## config.mk

```make
export PLATFORM = sky130hd
export DESIGN_NAME = redirect_ctrl
export DESIGN_NICKNAME = d
export VERILOG_FILES = /design/src/rtl/redirect_ctrl_pkg.sv /design/src/rtl/redirect_prio_enc.sv /design/src/rtl/redirect_ctrl.sv
export SDC_FILE = /design/constraint.sdc
export NUM_CORES = 1
export LEC_CHECK = 0
export CORE_ASPECT_RATIO = 0.6
export CORE_UTILIZATION = 39
export CTS_CLUSTER_DIAMETER = 50
export DETAILED_ROUTE_END_ITERATION = 8
export HOLD_SLACK_MARGIN = 0.15
export PLACE_DENSITY = 0.88
export SYNTH_ARGS = -nofsm -noshare
export SYNTH_HDL_FRONTEND = slang
export SYNTH_SLANG_ARGS = --single-unit
```

## constraint.sdc

```tcl
create_clock -name clk -period 3.55 [get_ports clk]
set_input_delay 0.355 -clock clk [delete_from_list [all_inputs] [get_ports clk]]
set_output_delay 0.355 -clock clk [all_outputs]
set_load 0.05 [all_outputs]
```

## src/rtl/redirect_ctrl_pkg.sv

```systemverilog
// redirect_ctrl_pkg: shared source indices, flush boundary bits and state codes for the redirect controller.
// Optional REDIRECT_CNT_EN (see redirect_ctrl) adds a completed-redirect counter.
package redirect_ctrl_pkg;
   localparam int NSRC = 6;
   localparam logic [2:0] SRC_WB  = 3'd0;
   localparam logic [2:0] SRC_EX2 = 3'd1;
   localparam logic [2:0] SRC_EX1 = 3'd2;
   localparam logic [2:0] SRC_REG = 3'd3;
   localparam logic [2:0] SRC_ID  = 3'd4;
   localparam logic [2:0] SRC_IF1 = 3'd5;
   localparam int FB_EX2_WB  = 0;
   localparam int FB_EX1_EX2 = 1;
   localparam int FB_REG_EX1 = 2;
   localparam int FB_ID_REG  = 3;
   localparam int FB_FIFO_ID = 4;
   localparam int FB_FRONT   = 5;
   localparam logic IDLE = 1'b0;
   localparam logic PEND = 1'b1;
   // Boundaries at or younger than the winning source get flushed.
   function automatic logic [NSRC-1:0] therm_from(input logic [2:0] idx);
      logic [NSRC-1:0] t;
      for (int b = 0; b < NSRC; b++) t[b] = 3'(b) >= idx;
      return t;
   endfunction
endpackage

```

## src/rtl/redirect_prio_enc.sv

```systemverilog
// redirect_prio_enc: lowest-set-bit (oldest source) priority encoder with thermometer flush mask.
module redirect_prio_enc
   import redirect_ctrl_pkg::*;
(
   input  logic [NSRC-1:0] req,
   output logic            any,
   output logic [2:0]      idx,
   output logic [NSRC-1:0] therm
);
   always_comb begin
      idx = '0;
      for (int i = NSRC - 1; i >= 0; i--) if (req[i]) idx = 3'(i);
   end
   assign any   = |req;
   assign therm = any ? therm_from(idx) : '0;
endmodule

```

## src/rtl/redirect_ctrl.sv

```systemverilog
// redirect_ctrl: picks the oldest flush-with-redirect request, drives the flush mask and holds the target PC for IF0.
// Define REDIRECT_CNT_EN to add the redir_cnt completed-handshake counter.
module redirect_ctrl
   import redirect_ctrl_pkg::*;
#(
   parameter int PC_W = 32
) (
   input  logic               clk,
   input  logic               rst,
   input  logic [NSRC-1:0]    req,
   input  logic [NSRC*PC_W-1:0] req_pc,
   input  logic               if0_ready,
   output logic               redir_valid,
   output logic [PC_W-1:0]    redir_pc,
   output logic [2:0]         redir_src,
   output logic [NSRC-1:0]    flush_mask
`ifdef REDIRECT_CNT_EN
   ,
   output logic [31:0]        redir_cnt
`endif
);
   logic            state_q;
   logic [2:0]      src_q;
   logic [PC_W-1:0] pc_q;
   logic            any;
   logic [2:0]      w;
   logic [NSRC-1:0] therm;
   logic [PC_W-1:0] sel_pc;
   logic            accept;
   redirect_prio_enc u_enc (.req(req), .any(any), .idx(w), .therm(therm));
   always_comb begin
      sel_pc = '0;
      for (int s = 0; s < NSRC; s++) if (w == 3'(s)) sel_pc = req_pc[s*PC_W +: PC_W];
   end
   // Equal or younger requests while pending are already covered by the pending flush.
   assign accept     = any && (state_q == IDLE || w < src_q);
   assign flush_mask = accept ? therm : '0;
   always_ff @(posedge clk or posedge rst) begin
      if (rst) begin
         state_q <= IDLE;
         src_q   <= '0;
         pc_q    <= '0;
      end else if (accept) begin
         state_q <= PEND;
         src_q   <= w;
         pc_q    <= sel_pc;
      end else if (state_q == PEND && if0_ready) begin
         state_q <= IDLE;
      end
   end
   assign redir_valid = state_q == PEND;
   assign redir_pc    = redir_valid ? pc_q : '0;
   assign redir_src   = redir_valid ? src_q : '0;
`ifdef REDIRECT_CNT_EN
   logic [31:0] cnt_q;
   always_ff @(posedge clk or posedge rst) begin
      if (rst) cnt_q <= '0;
      else if (redir_valid && if0_ready) cnt_q <= cnt_q + 32'd1;
   end
   assign redir_cnt = cnt_q;
`endif
endmodule
```

==> reports/qor.csv <==
stage;metric;value;unit
detailed_routing;via count of the routed design;4281;
critical_path;Buf/Inv on CP;4;
critical_path;Worst path slowest cell;clkdlybuf4s50_1;
final_layout;fraction of layout cells with a size suffix above 1;9.62;%
clock_tree;later-pin clock latency in the skew report;0.27;ns
clock_tree;CTS Root Cell;clkbuf_16;
timing;Final min period;3.21;ns
global_routing;Total GRT Usage;29.4;%
status;outcome;completed;
timing;crit share post-route;90.4;%
critical_path;Crit path max-delay family;compound AO/OA/AOI/OAI gates;
timing;Slew headroom;51.3;%
worst_hold_path;worst min path class;register to register;
critical_path;crit-path max cell delay;0.46;ns
power;Leak;2.46;nW
timing;fin. max-slew vios;0;
place;Place WS;0.303;ns
floorplan;core box area;8620;µm²
final_layout;fin util;71.8;%
timing;RSZ-0062 raised after global routing;no;
timing;Tightest Pin Transition;0.728;ns
floorplan;Starting Density;40.8;%
power;P per Cell Area;622;nW/µm²
power;Tot Pwr;3.85;mW
synth;Cells after Synth;398;
critical_path;CP cell instances;clkdlybuf4s50_1 -> nor4_4 -> o21ai_2 -> inv_1 -> ha_1 -> o21ai_0 -> inv_1 -> a41oi_1 -> nand2_2 -> a21oi_1 -> buf_12;
place;gp weighted congestion;0.903;
synth;Post-Syn Area per Cell;8.83;µm²
synth;Synth cell types;45;
clock_tree;cts hold-fix bufs;0;
place;IO Port Bufs;242;
timing;final hold vios;0;
critical_path;Arr. time, crit path;2.85;ns
critical_path;WS Path Type;input pin to output pin;
timing;skew final;0.00334;ns
critical_path;worst endpoint required time;3.19;ns
power;VDD IR max;0.425;mV
timing;setup violators final;0;
final_layout;nets;827;
floorplan;row cnt;26;
clock_tree;H-tree depth;2;
global_routing;grt total ovfl;0;
final_layout;area grow syn2layout;76.2;%
timing;Setup TNS;0;ns
synth;Warnings, synthesis;0;
synth;#FFs+latches synth;36;
detailed_routing;post-route ant nets;0;
clock_tree;Num Clock Sinks;36;
clock_tree;clock tree buffer depth;2;
floorplan;DIE HEIGHT;75.5;µm
synth;number of synthesized flops with an enable pin;0;
clock_tree;Reg clk slew, reported paths;0.05;ns
global_routing;global-route wire length before repair;21600;µm
synth;Seq/Total Area, Yosys;25.6;%
clock_tree;CTS tree;built;
synth;Synthesized Nets;601;
synth;Async SR Flop Fraction;100;%
floorplan;Die ar.;9400;µm²
clock_tree;CTS resizes;0;
detailed_routing;DRT iter0 DRCs;235;
detailed_routing;Via density;5.82;
timing;fmax;312;MHz
final_layout;antenna cells;0;
detailed_routing;Residual DRC;0;
global_routing;initial antenna violation count;0;
run;Max Cap Viol;0;
timing;final setup margin;0.340;ns
floorplan;Die Wd;125;µm
detailed_routing;DRT Pass-1 Iters;5;
clock_tree;TritonCTS Buffers;5;
detailed_routing;WL final;14300;µm
clock_tree;post-CTS setup buffers;0;
critical_path;Top cell by count, worst path;inv_1;
detailed_routing;DR WL/cell;19.4;µm
critical_path;CP max FO;4;
critical_path;nature of the critical path startpoint;input pin;
global_routing;largest net degree at the start of global routing;45;
critical_path;Worst setup EP type;output pin;
synth;Post-Synthesis Cell Area;3510;µm²
synth;top_reg_cell synth;dfrtp_1;
global_routing;vias in the first global route;4339;
floorplan;I/O pin cnt;243;
place;DP HPWL;10800;µm
==> stage by stage <==
stage	instance area, µm²	instances	hold WS [ns]
after floorplan	3510	398	0.451
after global placement	6040	729	0.467
after detailed placement	6040	729	0.478
after CTS	6190	736	0.490
after global routing	6190	736	0.503
final	6190	736	0.487
==> cells in the final DEF (no fill, tap or decap), types with 4 or more instances in the layout <==
cell type | Yosys | layout
nor2_1 | 8 | 8
nand2b_1 | 7 | 7
nor3_1 | 5 | 5
clkbuf_16 | 0 | 5
buf_4 | 2 | 15
clkdlybuf4s50_1 | 0 | 234
and2_1 | 59 | 59
a2bb2oi_1 | 26 | 26
mux2_2 | 17 | 17
mux2i_1 | 31 | 31
a31oi_1 | 26 | 26
mux2_4 | 4 | 4
a21oi_1 | 15 | 15
dfrtp_1 | 36 | 36
a211oi_1 | 5 | 5
o211ai_1 | 26 | 26
inv_1 | 13 | 12
o21ai_0 | 6 | 4
mux2_1 | 12 | 12
o22ai_1 | 29 | 29
nand2_1 | 10 | 9
buf_12 | 0 | 6
==> area by class of cell <==
cell class	instances	area, µm²
repair buffers	257	2580
multi-input cells	310	2360
flip-flops and latches	36	901
clock buffers	7	153
well taps	112	140
fillers	643	2430
inverters	14	52.6
==> where the power goes <==
part           total, mW  internal, mW  switching, mW
Combinational       2.67          1.15           1.52
Sequential         0.725         0.612          0.114
Clock              0.451         0.294          0.156
Total               3.85          2.06           1.79
==> flip-flops by register name, indices dropped and copies added, names as in the netlist <==
name         flops
src_q            3
redir_valid      1
pc_q            32
==> metal layers <==
layer	routed length [µm]	global-route usage, %	vias up
met5	0	0	-
met4	363	11.5	0
met3	947	5.48	32
met2	7070	54.8	235
met1	5870	34.6	2051
li1	-	-	1963
==> cells by family after synthesis <==
| group | share of synthesized area, % |
|---|---|
| compound gates | 29.6 |
| fa+ha+maj | 0.712 |
| buf+inv | 7.51 |
| flops | 25.6 |
| mux | 19.8 |
| simple gates | 16.7 |
==> cells in the mapped netlist, types with 2 or more instances <==
library cell  number  area, µm²
a211oi_1           5       37.5
a21oi_1           15       75.1
a2bb2oi_1         26        228
a31oi_1           26        163
and2_1            59        369
buf_2              9       45.0
buf_4              2       15.0
buf_6              5       56.3
clkbuf_1          19       71.3
dfrtp_1           36        901
ha_1               2       25.0
inv_1             13       48.8
mux2_1            12        135
mux2_2            17        191
mux2_4             4       60.1
mux2i_1           31        310
nand2_1           10       37.5
nand2b_1           7       43.8
nand3b_1           2       15.0
nor2_1             8       30.0
nor3_1             5       25.0
o211ai_1          26        195
o21ai_0            6       30.0
o22ai_1           29        181
o31a_1             3       26.3
o32ai_1            2       17.5
==> final timing paths <==
path	start	slack (ns)	to	cells past startpoint
worst max-delay path	req[3]	0.34	flush_mask[2]	11
worst min-delay path	pc_q[19]$_DFFE_PP0P_	0.49	pc_q[19]$_DFFE_PP0P_	1
worst max register to register	redir_valid$_DFFE_PP0P_	1.09	pc_q[28]$_DFFE_PP0P_	7
worst min register to register	pc_q[19]$_DFFE_PP0P_	0.49	pc_q[19]$_DFFE_PP0P_	1
max in group asynchronous	rst	2.72	pc_q[4]$_DFFE_PP0P_	3
min in group asynchronous	rst	0.50	pc_q[18]$_DFFE_PP0P_	3
Power figures use the tool's default switching activity.
